===== config.mk =====
export PLATFORM = sky130hd
export DESIGN_NAME = muldiv_unit_flat
export DESIGN_NICKNAME = d
export VERILOG_FILES = /design/src/rtl/muldiv_unit_pkg.sv /design/src/rtl/muldiv_unit_if.sv /design/src/rtl/muldiv_unit_md_step.sv /design/src/rtl/muldiv_unit.sv /design/src/flat_wrapper.sv
export SDC_FILE = /design/constraint.sdc
export NUM_CORES = 1
export LEC_CHECK = 0
export ABC_CLOCK_PERIOD_IN_PS = 3700
export BUFFER_PORTS_ARGS = -buffer_cell sky130_fd_sc_hd__buf_2
export CAP_MARGIN = 25
export CORE_MARGIN = 1
export CORE_UTILIZATION = 43
export CTS_BUF_LIST = sky130_fd_sc_hd__clkbuf_16
export DETAILED_ROUTE_END_ITERATION = 6
export HOLD_SLACK_MARGIN = 0.06
export SLEW_MARGIN = 20
export SYNTH_ARGS = -nofsm -noshare
export SYNTH_HDL_FRONTEND = slang
export SYNTH_HIERARCHICAL = 1
export SYNTH_SLANG_ARGS = --single-unit

===== constraint.sdc =====
create_clock -name clk -period 3.7 [get_ports clk]
set_input_delay 0.74 -clock clk [delete_from_list [all_inputs] [get_ports clk]]
set_output_delay 0.74 -clock clk [all_outputs]
set_load 0.01 [all_outputs]

===== src/rtl/muldiv_unit_pkg.sv =====
// Shared encodings and helpers for the iterative multiply/divide unit.
package muldiv_unit_pkg;

    typedef enum logic [1:0] {
        MD_MULT  = 2'b00,
        MD_MULTU = 2'b01,
        MD_DIV   = 2'b10,
        MD_DIVU  = 2'b11
    } md_op_e;

    typedef enum logic [1:0] {
        MD_IDLE = 2'b00,
        MD_PREP = 2'b01,
        MD_RUN  = 2'b10,
        MD_FIX  = 2'b11
    } md_state_e;

    localparam int         MD_ITER     = 32;
    localparam logic [4:0] MD_CNT_LOAD = 5'(MD_ITER - 1);

    function automatic logic [31:0] md_neg32(input logic [31:0] v, input logic en);
        if (en) begin
            md_neg32 = 32'd0 - v;
        end else begin
            md_neg32 = v;
        end
    endfunction

    function automatic logic [63:0] md_neg64(input logic [63:0] v, input logic en);
        if (en) begin
            md_neg64 = 64'd0 - v;
        end else begin
            md_neg64 = v;
        end
    endfunction

    // Magnitude for signed ops; unsigned operands pass through untouched.
    function automatic logic [31:0] md_abs32(input logic [31:0] v, input logic sgn);
        md_abs32 = md_neg32(v, sgn & v[31]);
    endfunction

endpackage


===== src/rtl/muldiv_unit_if.sv =====
// Core-side bundle of the multiply/divide unit: command, HI/LO access and status.
interface muldiv_unit_if;
    logic        start;
    logic [1:0]  op;
    logic [31:0] a;
    logic [31:0] b;
    logic        we_hi;
    logic        we_lo;
    logic [31:0] wd;
    logic        rd_hilo;
    logic [31:0] hi;
    logic [31:0] lo;
    logic        busy;
    logic        stall;
    logic        done;

    modport master (
        output start, op, a, b, we_hi, we_lo, wd, rd_hilo,
        input  hi, lo, busy, stall, done
    );

    modport slave (
        input  start, op, a, b, we_hi, we_lo, wd, rd_hilo,
        output hi, lo, busy, stall, done
    );
endinterface


===== src/rtl/muldiv_unit_md_step.sv =====
// One iteration of the datapath: shift-add multiply (LSB first) or
// restoring divide (MSB first). i_x is the shifting operand, i_y the fixed one.
module md_step (
    input  logic        i_div,
    input  logic [63:0] i_acc,
    input  logic [31:0] i_x,
    input  logic [31:0] i_y,
    output logic [63:0] o_acc,
    output logic [31:0] o_x
);
    logic [32:0] w_sum;
    logic [32:0] w_part;
    logic [31:0] w_diff;
    logic        w_ge;

    // Both candidate results are formed, op selects which one is kept.
    always_comb begin
        w_sum  = {1'b0, i_acc[63:32]} + (i_x[0] ? {1'b0, i_y} : 33'd0);
        w_part = {i_acc[63:32], i_x[31]};
        w_ge   = (w_part >= {1'b0, i_y});
        w_diff = w_part[31:0] - i_y;
        if (i_div) begin
            o_x = {i_x[30:0], 1'b0};
            if (w_ge) begin
                o_acc = {w_diff, i_acc[30:0], 1'b1};
            end else begin
                o_acc = {w_part[31:0], i_acc[30:0], 1'b0};
            end
        end else begin
            o_x   = {1'b0, i_x[31:1]};
            o_acc = {w_sum, i_acc[31:1]};
        end
    end
endmodule


===== src/rtl/muldiv_unit.sv =====
// Iterative MULT/MULTU/DIV/DIVU engine that owns the architectural HI/LO pair
// and stalls the core while an operation is in flight.
module muldiv_unit
    import muldiv_unit_pkg::*;
(
    input  logic         clk,
    input  logic         rst_n,
    muldiv_unit_if.slave md_if
);
    md_state_e   r_state;
    md_state_e   w_state_nxt;
    logic [1:0]  r_op;
    logic [31:0] r_a;
    logic [31:0] r_b;
    logic [31:0] r_x;
    logic [31:0] r_y;
    logic [63:0] r_acc;
    logic [4:0]  r_cnt;
    logic        r_neg_res;
    logic        r_neg_rem;
    logic [31:0] r_hi;
    logic [31:0] r_lo;

    logic        w_signed;
    logic [63:0] w_acc_nxt;
    logic [31:0] w_x_nxt;
    logic [63:0] w_prod;
    logic [31:0] w_res_hi;
    logic [31:0] w_res_lo;
    logic        w_busy;
    logic        w_stall;
    logic        w_done;

    assign w_signed = ~r_op[0];

    md_step u_step (
        .i_div (r_op[1]),
        .i_acc (r_acc),
        .i_x   (r_x),
        .i_y   (r_y),
        .o_acc (w_acc_nxt),
        .o_x   (w_x_nxt)
    );

    // State register.
    always_ff @(posedge clk or negedge rst_n) begin
        if (!rst_n) begin
            r_state <= MD_IDLE;
        end else begin
            r_state <= w_state_nxt;
        end
    end

    // Next-state logic.
    always_comb begin
        w_state_nxt = r_state;
        case (r_state)
            MD_IDLE: begin
                if (md_if.start) begin
                    w_state_nxt = MD_PREP;
                end else begin
                    w_state_nxt = MD_IDLE;
                end
            end
            MD_PREP: w_state_nxt = MD_RUN;
            MD_RUN: begin
                if (r_cnt == 5'd0) begin
                    w_state_nxt = MD_FIX;
                end else begin
                    w_state_nxt = MD_RUN;
                end
            end
            MD_FIX:  w_state_nxt = MD_IDLE;
            default: w_state_nxt = MD_IDLE;
        endcase
    end

    // Status outputs; stall only affects instructions that touch the unit.
    always_comb begin
        w_busy  = (r_state != MD_IDLE);
        w_done  = (r_state == MD_FIX);
        w_stall = w_busy & (md_if.start | md_if.rd_hilo | md_if.we_hi | md_if.we_lo);
    end

    // Operand latch, sign preprocessing and iteration datapath.
    always_ff @(posedge clk or negedge rst_n) begin
        if (!rst_n) begin
            r_op      <= 2'b00;
            r_a       <= 32'd0;
            r_b       <= 32'd0;
            r_x       <= 32'd0;
            r_y       <= 32'd0;
            r_acc     <= 64'd0;
            r_cnt     <= 5'd0;
            r_neg_res <= 1'b0;
            r_neg_rem <= 1'b0;
        end else begin
            case (r_state)
                MD_IDLE: begin
                    if (md_if.start) begin
                        r_op <= md_if.op;
                        r_a  <= md_if.a;
                        r_b  <= md_if.b;
                    end
                end
                MD_PREP: begin
                    // Multiply shifts the multiplier (b); divide shifts the dividend (a).
                    r_x       <= r_op[1] ? md_abs32(r_a, w_signed) : md_abs32(r_b, w_signed);
                    r_y       <= r_op[1] ? md_abs32(r_b, w_signed) : md_abs32(r_a, w_signed);
                    r_neg_res <= w_signed & (r_a[31] ^ r_b[31]);
                    r_neg_rem <= w_signed & r_a[31];
                    r_acc     <= 64'd0;
                    r_cnt     <= MD_CNT_LOAD;
                end
                MD_RUN: begin
                    r_acc <= w_acc_nxt;
                    r_x   <= w_x_nxt;
                    r_cnt <= r_cnt - 5'd1;
                end
                default: begin
                    r_cnt <= r_cnt;
                end
            endcase
        end
    end

    // Sign fix-up of the final result; divide by zero bypasses the datapath.
    always_comb begin
        w_prod = md_neg64(r_acc, r_neg_res);
        if (!r_op[1]) begin
            w_res_hi = w_prod[63:32];
            w_res_lo = w_prod[31:0];
        end else if (r_b == 32'd0) begin
            w_res_hi = r_a;
            w_res_lo = 32'hFFFF_FFFF;
        end else begin
            w_res_hi = md_neg32(r_acc[63:32], r_neg_rem);
            w_res_lo = md_neg32(r_acc[31:0], r_neg_res);
        end
    end

    // HI/LO: moves only in IDLE without a start, results at the end of FIX.
    always_ff @(posedge clk or negedge rst_n) begin
        if (!rst_n) begin
            r_hi <= 32'd0;
            r_lo <= 32'd0;
        end else if (r_state == MD_FIX) begin
            r_hi <= w_res_hi;
            r_lo <= w_res_lo;
        end else if ((r_state == MD_IDLE) && !md_if.start) begin
            if (md_if.we_hi) begin
                r_hi <= md_if.wd;
            end
            if (md_if.we_lo) begin
                r_lo <= md_if.wd;
            end
        end
    end

    assign md_if.hi    = r_hi;
    assign md_if.lo    = r_lo;
    assign md_if.busy  = w_busy;
    assign md_if.stall = w_stall;
    assign md_if.done  = w_done;

endmodule


===== src/flat_wrapper.sv =====
// flat-port wrapper written by rule: the top's interface ports become plain ports
module muldiv_unit_flat import muldiv_unit_pkg::*;
  (clk, rst_n, md_if_start, md_if_op, md_if_a, md_if_b, md_if_we_hi, md_if_we_lo, md_if_wd, md_if_rd_hilo, md_if_hi, md_if_lo, md_if_busy, md_if_stall, md_if_done);
  muldiv_unit_if md_if_i ();
  input  logic clk;
  input  logic rst_n;
  input wire logic [$bits(md_if_i.start)-1:0] md_if_start;
  input wire logic [$bits(md_if_i.op)-1:0] md_if_op;
  input wire logic [$bits(md_if_i.a)-1:0] md_if_a;
  input wire logic [$bits(md_if_i.b)-1:0] md_if_b;
  input wire logic [$bits(md_if_i.we_hi)-1:0] md_if_we_hi;
  input wire logic [$bits(md_if_i.we_lo)-1:0] md_if_we_lo;
  input wire logic [$bits(md_if_i.wd)-1:0] md_if_wd;
  input wire logic [$bits(md_if_i.rd_hilo)-1:0] md_if_rd_hilo;
  output wire logic [$bits(md_if_i.hi)-1:0] md_if_hi;
  output wire logic [$bits(md_if_i.lo)-1:0] md_if_lo;
  output wire logic [$bits(md_if_i.busy)-1:0] md_if_busy;
  output wire logic [$bits(md_if_i.stall)-1:0] md_if_stall;
  output wire logic [$bits(md_if_i.done)-1:0] md_if_done;
  assign md_if_i.start = md_if_start;
  assign md_if_i.op = md_if_op;
  assign md_if_i.a = md_if_a;
  assign md_if_i.b = md_if_b;
  assign md_if_i.we_hi = md_if_we_hi;
  assign md_if_i.we_lo = md_if_we_lo;
  assign md_if_i.wd = md_if_wd;
  assign md_if_i.rd_hilo = md_if_rd_hilo;
  assign md_if_hi = md_if_i.hi;
  assign md_if_lo = md_if_i.lo;
  assign md_if_busy = md_if_i.busy;
  assign md_if_stall = md_if_i.stall;
  assign md_if_done = md_if_i.done;
  muldiv_unit u_core (.clk(clk), .rst_n(rst_n), .md_if(md_if_i));
endmodule

==> metrics.yaml <==
run_status:
  status: "finished clean"
cells_and_area:
  final_nets: 2793
  mostFrequentLayoutCell: "dfrtp_1"
  syn2layout_area_growth_pct: 14.4
  layout.cells.non_filler: 3249
  final_util_pct: 50.1
  final_cell_mix: "dfrtp_1, o21ai_0, buf_2, a21oi_1, nand2_1"
  diodes: 0
  drive_gt1_share_pct: 20.5
sta:
  finalSetupTns_ns: 0
  max_freq_mhz: 282
  drv_slew: 0
  period_minus_slack_ns: 3.54
  worst_hold_slack_ns: 0.213
  maxSlewHeadroom_pct: 35.0
  tightest_slew_ns: 0.972
  finalCritPeriodShare_pct: 95.8
  worst_slack_ns: 0.157
  hold_violations: 0
  setup_viol: 0
  finClkSkew_ns: 0.0180
routing:
  firstDrtPassIters: 5
  drc: 0
  dr_total_vias: 20400
  wl_um: 78500
  drt-vias-per-instance: 6.28
  wire_per_inst_um: 24.2
  drt_iter0_markers: 2159
  postRouteAntennaNets: 0
grt:
  grt_use_total_pct: 31.2
  first_global_vias: 19500
  grtUsageMet2_pct: 46.4
  busiest_layer: "met2"
  gr-total-overflow: 0
  global_route.usage.met3_pct: 4.24
  grt_max_degree: 183
  grt_pass1_wl_um: 119000
  use_met1_pct: 45.2
  antenna_found_initial: 2
setup_path:
  crit_path_max_incr_delay_ns: 0.42
  crit_chain: "and2_1 > ha_1 > fa_1 > a21oi_1 > o21ai_0 > a21oi_1 > o41ai_2 > a21boi_2 > a31oi_1 > buf_4 > a211o_1 > o41ai_1 > a31oi_1 > nand3_1 > o21ai_0"
  crit_fanout: 3
  r2r-end: "u_core/r_acc[63]"
  worst_ep_required_time_ns: 4.09
  cp.arrival_ns: 3.93
  slowest_stage: "fa_1"
  path_class: "flop to flop"
  start_kind: "flop"
  crit_start: "u_core/r_y[0]"
  crit_path_end_kind: "flop"
  rr_worst_depth: 15
  timing.rr.start: "u_core/r_y[0]"
  crit_buf_inv: 1
  r2r_setup_slack_ns: 0.16
  critPathTopFamily: "compound AO/OA/AOI/OAI gates"
floorplan:
  die_h_um: 223
  start_util_pct: 43.8
  fp.coreArea_um2: 48000
  row_count: 80
  io_pins: 171
  dieArea_um2: 49800
  die_x_um: 223
power_and_ir_drop:
  powerDensity_nw_per_um2: 997
  p_leak_nw: 10.5
  peakVddDrop_v: 0.000875
yosys:
  synth_edf_count: 0
  synth_fp_nets: 2628
  postSynth.topFlopCell: "dfrtp_1"
  synth_cells: 2448
  yosysSeqAreaShare_pct: 31.8
  syn_area_um2: 21000
  syn_avg_cell_area_um2: 8.59
  synth_async_sr_flop_share_pct: 100
  synth_top_area_cell: "dfrtp_1"
  ys_types: 89
  ys_seq_elements: 267
  yosys-top-cells-area: "dfrtp_1, mux2_2, xnor2_1, ha_1, o21ai_0"
  yosysWarnings: 6
  synth_top_area_share_pct: 31.8
clock_tree:
  numCtsBuffers: 34
  path_clk_slew_ns: 0.06
  tritoncts: "done"
  ctsHoldBuffers: 0
  clock_sinks: 267
  cts.path.max_buffers: 3
  insertion_delay_ns: 0.54
  root_buffer: "clkbuf_16"
  htreeDepth: 2
place:
  port_buffers: 170
  place_congestion: 0.972
  post-place-cells: 3191
  dp_hpwl_um: 59800
  pre_cts_ws_ns: 0.179
job:
  max_cap_viol_count: 0
worst_hold_path:
  hp-class: "primary input to asynchronous set/reset pin"
[Yosys cell counts, drive strengths merged (5+ instances only)]
| library cell | number |
|---|---|
| nand2 | 156 |
| mux2 | 151 |
| a221oi | 9 |
| nor2b | 13 |
| o31ai | 28 |
| a21boi | 5 |
| buf | 27 |
| a31oi | 32 |
| a211oi | 54 |
| nor3b | 7 |
| a21oi | 159 |
| or3b | 5 |
| or2 | 13 |
| xnor2 | 126 |
| o41ai | 29 |
| a21o | 30 |
| xor2 | 51 |
| inv | 132 |
| o21a | 17 |
| nor4 | 30 |
| nor2 | 147 |
| nand2b | 25 |
| o21bai | 7 |
| or4 | 27 |
| a221o | 11 |
| nand3 | 94 |
| o21ai | 180 |
| mux2i | 64 |
| and2 | 83 |
| ha | 74 |
| o221ai | 21 |
| or3 | 32 |
| dfrtp | 267 |
| a211o | 7 |
| and3 | 25 |
| nor3 | 40 |
| o211ai | 27 |
| nand3b | 10 |
| o22ai | 16 |
| clkbuf | 132 |
| nand4 | 31 |
[power by group]
part	switching, mW	leakage [nW]	internal, mW
Combinational	8.91	6.67	5.92
Clock	1.36	0.528	1.85
Sequential	1.80	3.30	4.15
[cell families (layout without fill, tap and decap cells)]
| kind of cell | count (synthesis) | after routing | synth area share [%] |
|---|---|---|---|
| fa+ha+maj | 76 | 76 | 4.59 |
| buf+inv | 292 | 478 | 5.41 |
| flops | 267 | 267 | 31.8 |
| simple gates | 746 | 746 | 18.7 |
| compound gates | 675 | 675 | 21.1 |
| xor+xnor | 177 | 177 | 7.37 |
| mux | 215 | 215 | 11.1 |
[per-stage QoR]
step,total power [mW],area [um^2]
finish,24.0,24100
global route,25.4,24100
CTS,23.7,24100
detailed placement,20.4,23000
global placement,20.2,23000
floorplan,15.2,21000
[how the worst max path moves through the flow]
stage | depth (start not counted) | to | slack (ns)
floorplan | 15 | u_core/r_acc[63] | 0.50
CTS | 15 | u_core/r_acc[63] | 0.16
finish | 15 | u_core/r_acc[63] | 0.16
global route | 15 | u_core/r_acc[63] | -0.008
detailed placement | 15 | u_core/r_acc[63] | 0.18
global placement | 15 | u_core/r_acc[63] | 0.23
[timing repair]
action	in CTS	in global routing
resized for setup	0	4
setup endpoints to repair	0	7
buffers inserted	0	1
[registers in the layout (all words and copies together) (netlist names), 5 cells and up]
| name | flops |
|---|---|
| u_core/r_acc | 64 |
| u_core/md_if.hi | 32 |
| u_core/r_cnt | 5 |
| u_core/md_if.lo | 32 |
| u_core/r_y | 32 |
| u_core/r_a | 32 |
| u_core/r_b | 32 |
| u_core/r_x | 32 |
[per-layer routing]
| layer | share of wire, % | vias up |
|---|---|---|
| li1 | - | 9255 |
| met3 | 7.7 | 147 |
| met1 | 45 | 10000 |
| met4 | 4.1 | 0 |
| met5 | 0 | - |
| met2 | 43 | 944 |
[area by class of cell]
type	count	area (um^2)
fillers	4618	24000
repair buffers	288	1820
flip-flops and latches	267	6690
inverters	133	499
clock inverters	22	160
well taps	615	769
clock buffers	35	876
multi-input cells	1889	13300
No activity file was read; power rests on OpenSTA's default activity.
